<file path="config.mk">
export PLATFORM = sky130hd
export DESIGN_NAME = adaptive_binarizer_flat
export DESIGN_NICKNAME = d
export VERILOG_FILES = /design/src/rtl/adaptive_binarizer_if.sv /design/src/rtl/adaptive_binarizer.sv /design/src/flat_wrapper.sv
export SDC_FILE = /design/constraint.sdc
export NUM_CORES = 1
export LEC_CHECK = 0
export ABC_AREA = 1
export BUFFER_PORTS_ARGS = -buffer_cell sky130_fd_sc_hd__buf_2
export CAP_MARGIN = 20
export CORE_ASPECT_RATIO = 1.4
export CORE_MARGIN = 4
export CORE_UTILIZATION = 25
export DETAILED_ROUTE_END_ITERATION = 16
export HOLD_SLACK_MARGIN = 0.12
export PLACE_DENSITY = 0.52
export SLEW_MARGIN = 5
export SYNTH_ARGS = -nofsm -noshare
export SYNTH_HDL_FRONTEND = slang
export SYNTH_SLANG_ARGS = --single-unit
</file>
<file path="constraint.sdc">
create_clock -name clk_in -period 8.31 [get_ports clk_in]
set_clock_uncertainty 0.15 [all_clocks]
set_input_delay 0.4155 -clock clk_in [delete_from_list [all_inputs] [get_ports clk_in]]
set_output_delay 0.4155 -clock clk_in [all_outputs]
set_load 0.02 [all_outputs]
</file>
<file path="src/rtl/adaptive_binarizer_if.sv">
// Pixel-stream bundle between the recover stage and the binarizer, plus the
// binarizer's framebuffer-facing results.
interface adaptive_binarizer_if #(
  parameter int unsigned ADDR_W = 18
);
  logic [15:0]       pixel_in;
  logic [10:0]       hcount_in;
  logic [9:0]        vcount_in;
  logic              valid_in;
  logic [1:0]        mode_in;
  logic [7:0]        thresh_in;
  logic [7:0]        offset_in;

  logic              bin_out;
  logic [10:0]       hcount_out;
  logic [9:0]        vcount_out;
  logic              valid_out;
  logic              we_out;
  logic [ADDR_W-1:0] addr_out;

  modport master (
    output pixel_in, hcount_in, vcount_in, valid_in, mode_in, thresh_in, offset_in,
    input  bin_out, hcount_out, vcount_out, valid_out, we_out, addr_out
  );

  modport slave (
    input  pixel_in, hcount_in, vcount_in, valid_in, mode_in, thresh_in, offset_in,
    output bin_out, hcount_out, vcount_out, valid_out, we_out, addr_out
  );
endinterface

</file>
<file path="src/rtl/adaptive_binarizer.sv">
// RGB565 -> luma -> fixed / local-mean adaptive binarization, three-stage pipeline
// producing a cropped 1-bit framebuffer write (enable, address, data).
module adaptive_binarizer #(
  parameter int unsigned WIN    = 16,
  parameter int unsigned CROP_W = 480,
  parameter int unsigned CROP_H = 480,
  parameter int unsigned ADDR_W = 18
) (
  input logic                 clk_in,
  input logic                 rst_in,
  adaptive_binarizer_if.slave bus
);

  localparam int unsigned Log2Win = $clog2(WIN);
  localparam int unsigned SumW    = 8 + Log2Win;
  localparam int unsigned FillW   = Log2Win + 1;

  localparam logic [FillW-1:0]   WinFill = FillW'(WIN);
  localparam logic [FillW-1:0]   FillOne = FillW'(1);
  localparam logic [Log2Win-1:0] PtrOne  = Log2Win'(1);

  if ((WIN < 2) || (WIN > 64) || ((WIN & (WIN - 1)) != 0)) begin : g_win_check
    $error("WIN must be a power of two in 2..64");
  end

  typedef enum logic [1:0] {
    ModeFixed    = 2'd0,
    ModeAdaptive = 2'd1,
    ModeCeiling  = 2'd2
  } mode_e;

  // ---------------------------------------------------------------------------
  // Stage 0 (combinational): luma and frame-start config decode
  // ---------------------------------------------------------------------------
  logic [7:0]  r8, g8, b8;
  logic [10:0] y_acc;
  logic [7:0]  y0;
  logic        frame_start;
  mode_e       mode_dec;

  always_comb begin
    r8    = {bus.pixel_in[15:11], bus.pixel_in[15:13]};
    g8    = {bus.pixel_in[10:5], bus.pixel_in[10:9]};
    b8    = {bus.pixel_in[4:0], bus.pixel_in[4:2]};
    y_acc = {2'b00, r8, 1'b0} + (11'(g8) * 11'd5) + {3'b000, b8};
    y0    = 8'(y_acc >> 3);

    frame_start = bus.valid_in && (bus.hcount_in == '0) && (bus.vcount_in == '0);

    case (bus.mode_in)
      2'd1:    mode_dec = ModeAdaptive;
      2'd2:    mode_dec = ModeCeiling;
      default: mode_dec = ModeFixed;
    endcase
  end

  // ---------------------------------------------------------------------------
  // Config latch and stage 1 registers
  // ---------------------------------------------------------------------------
  mode_e       cfg_mode_q;
  logic [7:0]  cfg_thresh_q;
  logic [7:0]  cfg_offset_q;

  logic        valid1_q;
  logic [7:0]  y1_q;
  logic [10:0] h1_q;
  logic [9:0]  v1_q;

  always_ff @(posedge clk_in or posedge rst_in) begin
    if (rst_in) begin
      cfg_mode_q   <= ModeFixed;
      cfg_thresh_q <= 8'd128;
      cfg_offset_q <= 8'd0;
    end else if (frame_start) begin
      cfg_mode_q   <= mode_dec;
      cfg_thresh_q <= bus.thresh_in;
      cfg_offset_q <= bus.offset_in;
    end
  end

  always_ff @(posedge clk_in or posedge rst_in) begin
    if (rst_in) begin
      valid1_q <= 1'b0;
      y1_q     <= '0;
      h1_q     <= '0;
      v1_q     <= '0;
    end else begin
      valid1_q <= bus.valid_in;
      y1_q     <= y0;
      h1_q     <= bus.hcount_in;
      v1_q     <= bus.vcount_in;
    end
  end

  // ---------------------------------------------------------------------------
  // Stage 2: trailing window update and mean
  // ---------------------------------------------------------------------------
  logic [7:0]         ring_q [WIN];
  logic [SumW-1:0]    sum_q, sum_d;
  logic [Log2Win-1:0] ptr_q, ptr_d;
  logic [FillW-1:0]   fill_q, fill_d;
  logic [7:0]         first_q, first_d;
  logic               ring_we;
  logic [Log2Win-1:0] ring_idx;
  logic [7:0]         evicted;
  logic [7:0]         mean_d;

  always_comb begin
    sum_d    = sum_q;
    ptr_d    = ptr_q;
    fill_d   = fill_q;
    first_d  = first_q;
    ring_we  = 1'b0;
    ring_idx = ptr_q;
    evicted  = '0;
    if (valid1_q) begin
      ring_we = 1'b1;
      if (h1_q == '0) begin
        // Line start: window behaves as if pre-filled with this pixel.
        sum_d    = SumW'(y1_q) << Log2Win;
        ptr_d    = PtrOne;
        fill_d   = FillOne;
        first_d  = y1_q;
        ring_idx = '0;
      end else begin
        // Until the ring is full its unwritten slots stand in for first_y.
        evicted = (fill_q < WinFill) ? first_q : ring_q[ptr_q];
        sum_d   = sum_q + SumW'(y1_q) - SumW'(evicted);
        ptr_d   = ptr_q + PtrOne;
        if (fill_q < WinFill) begin
          fill_d = fill_q + FillOne;
        end
      end
    end
    mean_d = 8'(sum_d >> Log2Win);
  end

  always_ff @(posedge clk_in or posedge rst_in) begin
    if (rst_in) begin
      for (int i = 0; i < WIN; i++) begin
        ring_q[i] <= '0;
      end
    end else if (ring_we) begin
      ring_q[ring_idx] <= y1_q;
    end
  end

  logic        valid2_q;
  logic [7:0]  y2_q;
  logic [7:0]  mean2_q;
  logic [10:0] h2_q;
  logic [9:0]  v2_q;
  mode_e       mode2_q;
  logic [7:0]  thresh2_q;
  logic [7:0]  offset2_q;

  always_ff @(posedge clk_in or posedge rst_in) begin
    if (rst_in) begin
      sum_q     <= '0;
      ptr_q     <= '0;
      fill_q    <= '0;
      first_q   <= '0;
      valid2_q  <= 1'b0;
      y2_q      <= '0;
      mean2_q   <= '0;
      h2_q      <= '0;
      v2_q      <= '0;
      mode2_q   <= ModeFixed;
      thresh2_q <= '0;
      offset2_q <= '0;
    end else begin
      sum_q     <= sum_d;
      ptr_q     <= ptr_d;
      fill_q    <= fill_d;
      first_q   <= first_d;
      valid2_q  <= valid1_q;
      y2_q      <= y1_q;
      mean2_q   <= mean_d;
      h2_q      <= h1_q;
      v2_q      <= v1_q;
      // cfg_q already reflects this pixel's own frame-start latch, and no later one.
      mode2_q   <= cfg_mode_q;
      thresh2_q <= cfg_thresh_q;
      offset2_q <= cfg_offset_q;
    end
  end

  // ---------------------------------------------------------------------------
  // Stage 3: decision, crop and address
  // ---------------------------------------------------------------------------
  logic              fixed_hit;
  logic              adapt_hit;
  logic              bin_d;
  logic              in_crop;
  logic [31:0]       addr_full;
  logic [ADDR_W-1:0] addr_d;

  always_comb begin
    fixed_hit = (y2_q >= thresh2_q);
    adapt_hit = (({1'b0, y2_q} + {1'b0, offset2_q}) >= {1'b0, mean2_q});
    case (mode2_q)
      ModeAdaptive: bin_d = adapt_hit;
      ModeCeiling:  bin_d = adapt_hit | fixed_hit;
      default:      bin_d = fixed_hit;
    endcase
    in_crop   = (32'(h2_q) < CROP_W) && (32'(v2_q) < CROP_H);
    addr_full = 32'(h2_q) + (CROP_W * 32'(v2_q));
    addr_d    = ADDR_W'(addr_full);
  end

  logic              bin_q;
  logic [10:0]       h3_q;
  logic [9:0]        v3_q;
  logic              valid3_q;
  logic              we_q;
  logic [ADDR_W-1:0] addr_q;

  always_ff @(posedge clk_in or posedge rst_in) begin
    if (rst_in) begin
      bin_q    <= 1'b0;
      h3_q     <= '0;
      v3_q     <= '0;
      valid3_q <= 1'b0;
      we_q     <= 1'b0;
      addr_q   <= '0;
    end else begin
      bin_q    <= bin_d;
      h3_q     <= h2_q;
      v3_q     <= v2_q;
      valid3_q <= valid2_q;
      we_q     <= valid2_q && in_crop;
      addr_q   <= addr_d;
    end
  end

  assign bus.bin_out    = bin_q;
  assign bus.hcount_out = h3_q;
  assign bus.vcount_out = v3_q;
  assign bus.valid_out  = valid3_q;
  assign bus.we_out     = we_q;
  assign bus.addr_out   = addr_q;

endmodule

</file>
<file path="src/flat_wrapper.sv">
// flat-port wrapper written by rule: the top's interface ports become plain ports
module adaptive_binarizer_flat 
#(
  parameter int unsigned WIN    = 16,
  parameter int unsigned CROP_W = 480,
  parameter int unsigned CROP_H = 480,
  parameter int unsigned ADDR_W = 18
)
  (clk_in, rst_in, bus_pixel_in, bus_hcount_in, bus_vcount_in, bus_valid_in, bus_mode_in, bus_thresh_in, bus_offset_in, bus_bin_out, bus_hcount_out, bus_vcount_out, bus_valid_out, bus_we_out, bus_addr_out);
  adaptive_binarizer_if #(.ADDR_W(ADDR_W)) bus_i ();
  input logic clk_in;
  input logic rst_in;
  input wire logic [$bits(bus_i.pixel_in)-1:0] bus_pixel_in;
  input wire logic [$bits(bus_i.hcount_in)-1:0] bus_hcount_in;
  input wire logic [$bits(bus_i.vcount_in)-1:0] bus_vcount_in;
  input wire logic [$bits(bus_i.valid_in)-1:0] bus_valid_in;
  input wire logic [$bits(bus_i.mode_in)-1:0] bus_mode_in;
  input wire logic [$bits(bus_i.thresh_in)-1:0] bus_thresh_in;
  input wire logic [$bits(bus_i.offset_in)-1:0] bus_offset_in;
  output wire logic [$bits(bus_i.bin_out)-1:0] bus_bin_out;
  output wire logic [$bits(bus_i.hcount_out)-1:0] bus_hcount_out;
  output wire logic [$bits(bus_i.vcount_out)-1:0] bus_vcount_out;
  output wire logic [$bits(bus_i.valid_out)-1:0] bus_valid_out;
  output wire logic [$bits(bus_i.we_out)-1:0] bus_we_out;
  output wire logic [$bits(bus_i.addr_out)-1:0] bus_addr_out;
  assign bus_i.pixel_in = bus_pixel_in;
  assign bus_i.hcount_in = bus_hcount_in;
  assign bus_i.vcount_in = bus_vcount_in;
  assign bus_i.valid_in = bus_valid_in;
  assign bus_i.mode_in = bus_mode_in;
  assign bus_i.thresh_in = bus_thresh_in;
  assign bus_i.offset_in = bus_offset_in;
  assign bus_bin_out = bus_i.bin_out;
  assign bus_hcount_out = bus_i.hcount_out;
  assign bus_vcount_out = bus_i.vcount_out;
  assign bus_valid_out = bus_i.valid_out;
  assign bus_we_out = bus_i.we_out;
  assign bus_addr_out = bus_i.addr_out;
  adaptive_binarizer #(.WIN(WIN), .CROP_W(CROP_W), .CROP_H(CROP_H), .ADDR_W(ADDR_W)) u_core (.clk_in(clk_in), .rst_in(rst_in), .bus(bus_i));
endmodule
</file>
==> reports/qor.txt <==
Post-synth EDFFs - 0
sequential-to-total area share from yosys stat - 47.8%
IO Count - 100
via count of the first global-routing pass - 11800
Critical Path RT - 8.63 ns
worst setup margin - 3.64 ns
P_leak - 8.63 nW
Initial Util - 25.3%
Synthesized Nets - 1860
fmax - 214 MHz
FF/Latch Area - 7260 sq um
hold slack final - 0.196 ns
Crit path largest cell delay - 0.57 ns
CP Class - flip-flop to flip-flop
hold path start - u_core.h2_q[3]
count leader, synth - nand2_1
top-area cell type share of the netlist area - 47.7%
maximum clock path buffer count - 3
first-pass GRT wire length - 62700 um
Cell Area, Synth - 15200 sq um
ys async rst share - 100%
final net count - 1983
Worst-Margin Slew - 1.00 ns
startpoint class of the critical path - flip-flop
Final min period - 4.67 ns
total track usage - 11.9%
unrepaired setup endpoints after global routing - false
final core area utilization - 29.9%
CTS tree - built
total power - 0.00632 W
synth cell count leaders - nand2_1, dfrtp_1, inv_1
Clock Latency Late Sink - 0.58 ns
crit end category - flip-flop
# diodes - 0
max-cap violation count - 0
Routed WL - 38300 um
Die Span Y - 299 um
worst-path fanout max - 71
Area growth syn-to-layout - 18.0%
layout cells sized above 1 - 12.1%
final setup violation count - 0
Final Max Slew Viols - 0
Ys Warns - 0
dominant cells by area after synthesis - dfrtp_1, nand2_1, ha_1
Initial DRC Count - 674
Synth Instances - 1681
slowest stage cell, crit path - inv_2
Syn Area/Cell - 9.03 sq um
WHS Path Cells - 0
cell accounting for the most synthesized area - dfrtp_1
Crit path buffers/inverters - 3
reg2reg setup slack - 3.64 ns
DR vias/cell - 4.33
CTS clk-pin slew, worst paths - 0.06 ns
clk root buf - clkbuf_16
WL per Instance - 14.5 um
slew margin rel. - 33.3%
Routed Antenna Nets - 0
worst min path class - flip-flop to flip-flop
arrival time at the worst endpoint - 4.99 ns
outcome - completed
Rows - 106
GR Overflow Total - 0
filler instances - 6347
DRC errors left - 0
antenna violations before repair - 0
Setup Buffers After CTS - 0
TritonCTS Buffers - 31
First-pass DRT Iterations - 8
area occupied by multi-input gates - 6530 sq um
H-tree Lvls - 1
CP Cell Sequence - buf_4 > inv_2 > o21ai_0 > a21oi_1 > o21ai_0 > nand3_1 > nand3_1 > o21ai_0 > fa_1 > inv_1 > ha_1 > a21oi_1 > nand2_1 > nand2_1 > nand2_1 > nand2_1 > nand2_1 > nand2_1 > nand2_1 > nand2_1 > nand2_1
hold path endpoint - u_core.bus.hcount_out[3]
largest net degree at the start of global routing - 150
Post-synth top flop - dfrtp_1
VDD IR-drop max - 184 uV
final period utilization - 56.2%
Clock Sinks - 290
Setup WS pre-CTS - 3.68 ns
Netlist cell types - 51
number of synthesized register bits - 290
Most common cell on crit path - nand2_1
HPWL Detailed - 27400 um
PostCTS Resize Cnt - 0
number of buffers added on ports - 99
setup TNS - 0 ns
R2R Path Start - u_core.ptr_q[0]
Die Wd - 216 um
Core Area - 59900 sq um
via count - 11400
die footprint - 64800 sq um
Routability Congestion - 0.881
R2R Path End - u_core.mean2_q[7]
PwrDens - 353 nW/um^2
Worst path top cell family by delay - buffers and inverters
R2R depth - 21
Hold Violations, Final - 0
-- layer usage --
metal / wire length [um] / GRT usage, %
met2: 19700 / 21.9
met1: 15200 / 13.7
met5: 0 / 0
met3: 1650 / 1.44
met4: 1660 / 5.18
-- kinds of logic after synthesis --
group,share of synthesized area [%]
xor gates and xnor gates,1.73
and+or+nand+nor,15.5
DFF,47.8
AOI/OAI and AO/OA,13.8
buffers and inverters,9.15
adders and majority gates,12.0
-- placed cells by master (no fill, tap or decap), types with 9 or more instances in the layout --
| master | Yosys | layout |
|---|---|---|
| xor2_1 | 15 | 15 |
| nand2_1 | 348 | 348 |
| xnor2_1 | 15 | 15 |
| o22ai_1 | 12 | 12 |
| nor2_4 | 11 | 11 |
| ha_1 | 81 | 81 |
| clkbuf_8 | 0 | 12 |
| fa_1 | 40 | 40 |
| inv_1 | 255 | 254 |
| buf_2 | 11 | 99 |
| o21ai_0 | 191 | 191 |
| o21ai_2 | 16 | 16 |
| clkbuf_16 | 0 | 31 |
| o21bai_1 | 9 | 9 |
| nor2_1 | 56 | 56 |
| a21oi_1 | 84 | 84 |
| nand4_1 | 17 | 17 |
| o21ai_1 | 62 | 62 |
| dlygate4sd3_1 | 0 | 43 |
| nand3_1 | 57 | 57 |
| buf_4 | 11 | 15 |
| dfrtp_1 | 289 | 288 |
-- through the flow --
step	instances	instance area, sq um
2_1_floorplan	1681	15200
3_3_place_gp	2538	16400
3_5_place_dp	2538	16400
4_1_cts	2638	17900
5_1_grt	2638	17900
6_report	2638	17900
-- worst max path at each step --
| stage | startpoint | end | slack (ns) | depth (start not counted) |
|---|---|---|---|---|
| 5_1_grt | u_core.ptr_q[0] | u_core.mean2_q[7] | 3.18 | 21 |
| 3_3_place_gp | u_core.ptr_q[0] | u_core.mean2_q[3] | 3.70 | 17 |
| 2_1_floorplan | rst_in | u_core.bus.addr_out[10] | 3.90 | 1 |
| 6_report | u_core.ptr_q[0] | u_core.mean2_q[7] | 3.64 | 21 |
| 4_1_cts | u_core.ptr_q[0] | u_core.mean2_q[3] | 3.67 | 17 |
| 3_5_place_dp | u_core.ptr_q[0] | u_core.mean2_q[3] | 3.68 | 17 |
-- timing repair --
action / CTS / global route
setup endpoints to repair: 0 / 0
hold buffers: 43 / 0
hold endpoints to repair: 188 / 0
-- flip-flops by register name, summed over array words and instances, names as in the netlist, 2 cells and up --
| signal | flops |
|---|---|
| u_core.bus.addr_out | 13 |
| u_core.sum_q | 4 |
| u_core.cfg_offset_q | 8 |
| u_core.h1_q | 11 |
| u_core.mean2_q | 8 |
| u_core.y1_q | 8 |
| u_core.y2_q | 8 |
| u_core.mode2_q | 2 |
| u_core.v1_q | 10 |
| u_core.ring_q | 128 |
| u_core.fill_q | 5 |
| u_core.bus.vcount_out | 10 |
| u_core.h2_q | 11 |
| u_core.v2_q | 10 |
| u_core.offset2_q | 8 |
| u_core.ptr_q | 4 |
| u_core.thresh2_q | 8 |
| u_core.cfg_mode_q | 2 |
| u_core.first_q | 8 |
| u_core.bus.hcount_out | 11 |
| u_core.cfg_thresh_q | 8 |
-- power by group --
part	leakage [nW]	switching (W)	total (W)	internal, W
logic	4.46	0.00187	0.00287	0.000999
registers	3.64	0.000200	0.00203	0.00183
clock network	0.526	0.000567	0.00142	0.000849
total	8.63	0.00264	0.00632	0.00368
-- area by class of cell --
cell class	instances	area share, %
Sequential cell	290	40.6
Multi-Input combinational cell	1065	36.5
Timing Repair Buffer	158	5.91
Tap cell	810	5.66
Inverter	258	5.45
Clock buffer	47	5.34
Clock inverter	10	0.608
(Power assumes the default switching activity.)
